## config.mk

```make
export PLATFORM = sky130hd
export DESIGN_NAME = fetch_ghr_ckpt
export DESIGN_NICKNAME = d
export VERILOG_FILES = /design/src/rtl/fetch_ghr_ckpt.sv
export SDC_FILE = /design/constraint.sdc
export NUM_CORES = 1
export LEC_CHECK = 0
export CAP_MARGIN = 20
export CORE_MARGIN = 2
export CORE_UTILIZATION = 50
export CTS_CLUSTER_DIAMETER = 100
export DETAILED_ROUTE_END_ITERATION = 8
export PLACE_DENSITY = 0.72
export SYNTH_ARGS = -nofsm -noshare
export SYNTH_HDL_FRONTEND = slang
export SYNTH_SLANG_ARGS = --single-unit
export TNS_END_PERCENT = 1
```

## constraint.sdc

```tcl
create_clock -name clk -period 5.7 [get_ports clk]
set_clock_uncertainty 0.05 [all_clocks]
set_input_delay 1.14 -clock clk [delete_from_list [all_inputs] [get_ports clk]]
set_output_delay 1.14 -clock clk [all_outputs]
set_load 0.01 [all_outputs]
```

## src/rtl/fetch_ghr_ckpt.sv

```systemverilog
// fetch_ghr_ckpt: checkpoint queue of speculative global history, one entry per
// in-flight predicted branch, restoring the GHR on a mispredict.
module fetch_ghr_ckpt #(
   parameter int DEPTH = 8,
   parameter int GHR_W = 8,
   localparam int TW = $clog2(DEPTH)
) (
   input  logic             clk,
   input  logic             reset,
   input  logic [GHR_W-1:0] ghr_rdata,
   output logic             ghr_wen,
   output logic [GHR_W-1:0] ghr_wdata,
   input  logic             pred_valid,
   input  logic             pred_taken,
   output logic             pred_ready,
   output logic [TW-1:0]    pred_tag,
   input  logic             resolve_valid,
   input  logic [TW-1:0]    resolve_tag,
   input  logic             resolve_mispredict,
   input  logic             resolve_taken,
   input  logic             commit_valid,
   output logic [TW:0]      ckpt_count
);
   localparam logic [TW:0] ONE = (TW+1)'(1);
   logic [GHR_W-1:0] ckpt_q [DEPTH];
   logic [TW:0]      head_q, head_d, tail_q, tail_d, count;
   logic [TW-1:0]    offs;
   logic             tag_ok, flush, accept, commit;
   assign count  = tail_q - head_q;
   assign offs   = resolve_tag - head_q[TW-1:0];
   assign tag_ok = {1'b0, offs} < count;
   assign flush  = ~reset & resolve_valid & resolve_mispredict & tag_ok;
   // count never exceeds DEPTH, so its top bit alone means full
   assign pred_ready = ~reset & ~count[TW] & ~flush;
   assign accept     = pred_valid & pred_ready;
   assign commit     = ~reset & commit_valid & (count != '0);
   assign pred_tag   = reset ? '0 : tail_q[TW-1:0];
   assign ckpt_count = reset ? '0 : count;
   assign ghr_wen    = accept | flush;
   assign ghr_wdata  = flush  ? {ckpt_q[resolve_tag][GHR_W-2:0], resolve_taken} :
                       accept ? {ghr_rdata[GHR_W-2:0], pred_taken} : ghr_rdata;
   assign head_d = commit ? head_q + ONE : head_q;
   assign tail_d = flush  ? head_q + {1'b0, offs} + ONE :
                   accept ? tail_q + ONE : tail_q;
   always_ff @(posedge clk) begin
      if (reset) begin
         head_q <= '0;
         tail_q <= '0;
      end else begin
         head_q <= head_d;
         tail_q <= tail_d;
      end
   end
   always_ff @(posedge clk) begin
      if (accept) ckpt_q[tail_q[TW-1:0]] <= ghr_rdata;
   end
endmodule

```

Word level (Yosys, flattened, before mapping)
Memories as Yosys holds them, arrays and structs flattened.
Cells that the tools add are included.
W data, S select, Z words.
{"block": "op_classes", "n_addsub": 6, "mul": 0, "n_div": 0, "magnitude_cmp": 1, "eq_ne": 0, "shifts": 0, "mux": 8, "bitwise": 12, "n_reduce_logical": 2}
{"op": "$mux W8", "count": 2}
{"op": "$add A4 B1 Y4 const B", "count": 3}
{"op": "$mux W4", "count": 3}
{"op": "$and A1 B1 Y1", "count": 8}
{"op": "$add A4 B3 Y4", "count": 1}
{"op": "$lt A3 B4 Y1", "count": 1}
{"op": "$reduce_bool A4 Y1", "count": 1}
{"op": "$sub A4 B4 Y4", "count": 1}
{"op": "$mux W3", "count": 1}
{"op": "$not A1 Y1", "count": 3}
{"op": "$sub A3 B3 Y3", "count": 1}
{"op": "$mux W1", "count": 2}
{"op": "$reduce_bool A2 Y1", "count": 1}
{"op": "$or A1 B1 Y1", "count": 1}
{"block": "word_totals", "ff_bits": 8, "latch_bits": 0, "ram_bits": 64, "romBits": 0, "inputBits": 19, "elab_cells": 32, "mem_count": 1}
{"name": "ckpt_q", "depth": 8, "width": 8, "read_ports": 1, "rd_clocked_by_memory_dff": 0, "wr": 1, "line": "25", "source": "logic [GHR_W-1:0] ckpt_q [DEPTH];"}

Depth between registers and ports, before layout
{"block": "depth", "word_depth": 9, "depth_mapped": 13, "ltp_nobuf": 10}

Worst setup path after synthesis
Ideal clock, no wire load.
{"block": "synth_path", "path_kind": "input to output", "start": "input port resolve_tag[0]", "end": "output port ghr_wdata[1]", "arrival_ps": 3954, "t_required_ps": 4510, "setup_slack_ps": 556, "stages": 13, "path_buffers": 3, "cell_sequence": "buf_2 -> buf_2 -> inv_1 -> ha_1 -> inv_1 -> fa_1 -> ha_1 -> o21a_1 -> o31a_2 -> o22a_4 -> nor2_8 -> buf_12 -> mux2i_1"}
{"block": "synth_between", "elab_chain_cells": 8}
{"element": "from (decl)", "line": "18", "source": "input logic [TW-1:0] resolve_tag,"}
{"element": "$sub A3 B3 Y3", "line": "30", "source": "assign offs = resolve_tag - head_q[TW-1:0];"}
{"element": "$lt A3 B4 Y1", "line": "31", "source": "assign tag_ok = {1'b0, offs} < count;"}
{"element": "$and A1 B1 Y1", "line": "32", "source": "assign flush = ~reset & resolve_valid & resolve_mispredict & tag_ok;"}
{"element": "$not A1 Y1", "line": "34", "source": "assign pred_ready = ~reset & ~count[TW] & ~flush;"}
{"element": "$and A1 B1 Y1", "line": "34"}
{"element": "$and A1 B1 Y1", "line": "35", "source": "assign accept = pred_valid & pred_ready;"}
{"element": "$mux W8", "line": "41", "source": "accept ? {ghr_rdata[GHR_W-2:0], pred_taken} : ghr_rdata;"}
{"element": "$mux W8 *", "line": "40", "source": "assign ghr_wdata = flush ? {ckpt_q[resolve_tag][GHR_W-2:0], resolve_taken} :"}
{"element": "to (decl)", "line": "12", "source": "output logic [GHR_W-1:0] ghr_wdata,"}
Mark *: on every way between the ends. The rest lies on a longest branch, timed or not.

Final worst setup path
{"block": "layout_path", "start": "input port resolve_tag[0]", "end": "output port ghr_wdata[0]"}
{"block": "layout_between", "elab_chain_cells": 8}
{"element": "$sub A3 B3 Y3 *", "line": "30"}
{"element": "$lt A3 B4 Y1 *", "line": "31"}
{"element": "$and A1 B1 Y1 *", "line": "32"}
{"element": "$not A1 Y1", "line": "34"}
{"element": "$and A1 B1 Y1", "line": "34"}
{"element": "$and A1 B1 Y1", "line": "35"}
{"element": "$mux W8", "line": "41"}
{"element": "$mux W8 *", "line": "40"}
Marks and branches as above.

==> flow_summary.ini <==
[power_and_ir_drop]
p_per_area_mw_per_mm2 = 422.1
leakagePower_nw = 1.489
vdd_drop_max_v = 0.0002915

[critical_path]
cp_data_required_time_ps = 4510
path_class = in2out
cp_max_fo = 4
arrival_ps = 4390
start_kind = input pin
crit_path_end_kind = output port

[detailed_routing]
ant_nets = 0
first_iter_violations = 146
vias = 2011
drc_errors = 0
first_pass_iters = 4
wire_per_inst_um = 19.99
routed_wl_um = 7038
vias_per_cell = 5.713

[clock_network]
cts_buffers = 9
clock_sinks = 64
clockRootBuffer = clkbuf_8
cts.clk_slew.worst_paths_ps = 80
cts_tree = yes
htree_levels = 3
clock_latency_ps = 330
postCtsSetupBuffers = 0
clock_path_buffers = 2

[global_routing]
use_met2_pct = 31.96
antenna_found_initial = 0
met3_usage_pct = 5.113
grt_pass1_vias = 2076
grt_max_degree = 15
grt_pass1_wl_um = 11250
grt_busiest_layer = met2
grt_use_met1_pct = 31.20
grt.total_usage_pct = 21.32
grt_remaining_overflow = 0

[yosys]
avgSynthCellArea_um2 = 15.11
syn_inst = 214
synth_top_area_cell = edfxtp_1
synth_cell_types = 44
ys_seq_elements = 64
netlist_top_cells_area = edfxtp_1 52%, mux4_2 9.8%, mux2i_1 7.4%
syn_nets = 246
yosysTopAreaCellShare_pct = 52.01
synthArstFlopShare_pct = 0
netlist_area_mm2 = 0.003233
ys.flop_type = edfxtp_1
synth_warnings = 0
yosysSeqAreaShare_pct = 56.97
synth_edf_count = 56

[floorplan]
rows = 29
die_x_um = 84.41
pin_count = 36
initial_utilization_pct = 51.21
die_area_mm2 = 0.007125
core_mm2 = 0.006314
die_y_um = 84.41

[placed_design]
dpl.hpwl_um = 4842
gp_congestion = 0.8232
place_area_mm2 = 0.003749
io_buffers = 35

[layout]
syn_to_final_growth_pct = 23.34
final_common_cell = edfxtp_1
diodes = 0
nNetsFinal = 302
fin_area_mm2 = 0.003988
layout_common_cells = 56 x edfxtp_1, 28 x clkdlybuf4s50_1, 24 x mux2i_1, 18 x buf_4, 14 x mux4_2
drive_above_1_share_pct = 19.64
fillers = 486

[timing]
post-route-min-period_ps = 5576
slew_headroom_pct = 32.67
rsz0062_at_grt = no
fin_tns_setup_ps = 0
slew_violations = 0
tightestPinTransition_ps = 1001
setup-violations-final = 0
hold_viol = 0
fin_crit_sh_pct = 97.82
timing.fmax_mhz = 179.4

[status]
status = complete, no violations

[hold_path]
hold_path_class = reg2reg

[run]
drv_cap = 0
==> report_power, final <==
group	leakage (nW)	total [W]	switching, W	internal (W)
clock network	0.108	0.000420	0.000175	0.000245
registers	0.570	0.000576	0.0000287	0.000548
logic	0.811	0.000687	0.000362	0.000325
total	1.49	0.00168	0.000566	0.00112
==> final timing paths <==
kind	startpoint	endpoint	slack, ps	depth (start not counted)
worst max register to register	tail_q[0]	ckpt_q[3][4]	1830	11
worst max-delay path	resolve_tag[0]	ghr_wdata[0]	120	13
worst min register to register	head_q[3]	head_q[3]	580	2
worst min-delay path	head_q[3]	head_q[3]	580	2
==> cell families (layout without fill, tap and decap cells) <==
| group | Yosys count | after routing | share of synthesized area, % |
|---|---|---|---|
| DFF | 64 | 64 | 56.97 |
| and+or+nand+nor | 40 | 41 | 7.199 |
| muxes | 38 | 38 | 17.18 |
| AOI/OAI and AO/OA | 28 | 28 | 6.192 |
| buffers and inverters | 20 | 80 | 3.328 |
| adders and majority gates | 13 | 13 | 5.728 |
| xor gates and xnor gates | 11 | 11 | 3.405 |
==> registers in the layout, indices dropped and copies added, names as in the netlist <==
signal,flops
head_q,4
tail_q,4
ckpt_q,56
==> routing by layer <==
layer,vias up,part of all wire (%)
li1,954,-
met1,1001,45
met2,54,49
met3,2,5.4
met4,0,0.47
met5,-,0
==> through the flow <==
stage	total power (W)	setup slack (ps)	util [%]	hold WS, ps	cells
2_1_floorplan	0.001022	555.7	-	517.1	214
3_3_place_gp	0.001246	126.7	59.37	563.8	335
3_5_place_dp	0.001251	65.96	59.37	568.1	335
4_1_cts	0.001675	40.98	62.70	579.9	351
5_1_grt	0.001788	2.409	63.16	616.0	352
6_report	0.001683	124.5	63.16	583.8	352
==> Yosys cell counts (2+ instances only) <==
cell,n
a21oi_1,5
a31oi_1,2
and3_1,2
buf_2,3
clkbuf_1,2
dfxtp_1,8
edfxtp_1,56
fa_1,3
ha_1,10
inv_1,11
mux2i_1,24
mux4_2,14
nand2_1,5
nand3_1,6
nand4_1,2
nor2_1,8
nor3_1,2
nor4_1,8
o21a_1,5
o21ai_0,5
o22ai_1,2
xnor2_1,6
xor2_1,4
==> repair_timing <==
item,4_1_cts,5_1_grt
hold buffers,0,0
gates resized for setup,0,8
endpoints found under the setup margin,0,9
==> layout make-up <==
class                   count  area [µm²]  area share (%)
clock buffers              10       127.6           3.200
clock inverters             6       82.58           2.071
inverters                  11       41.29           1.035
multi-input cells         131        1295           32.48
flip-flops and latches     64        1842           46.19
well taps                  77       96.34           2.416
repair buffers             53       503.0           12.61
==> critical path: stages <==
cell	delay, ps
clkdlybuf4s50_1	510
inv_1	70
ha_1	190
inv_1	60
fa_1	430
ha_1	310
o21a_1	120
o31a_2	350
o22a_4	270
nor2_4	200
buf_4	160
o21ai_0	90
clkdlybuf4s50_1	480
Power figures use the tool's default switching activity.
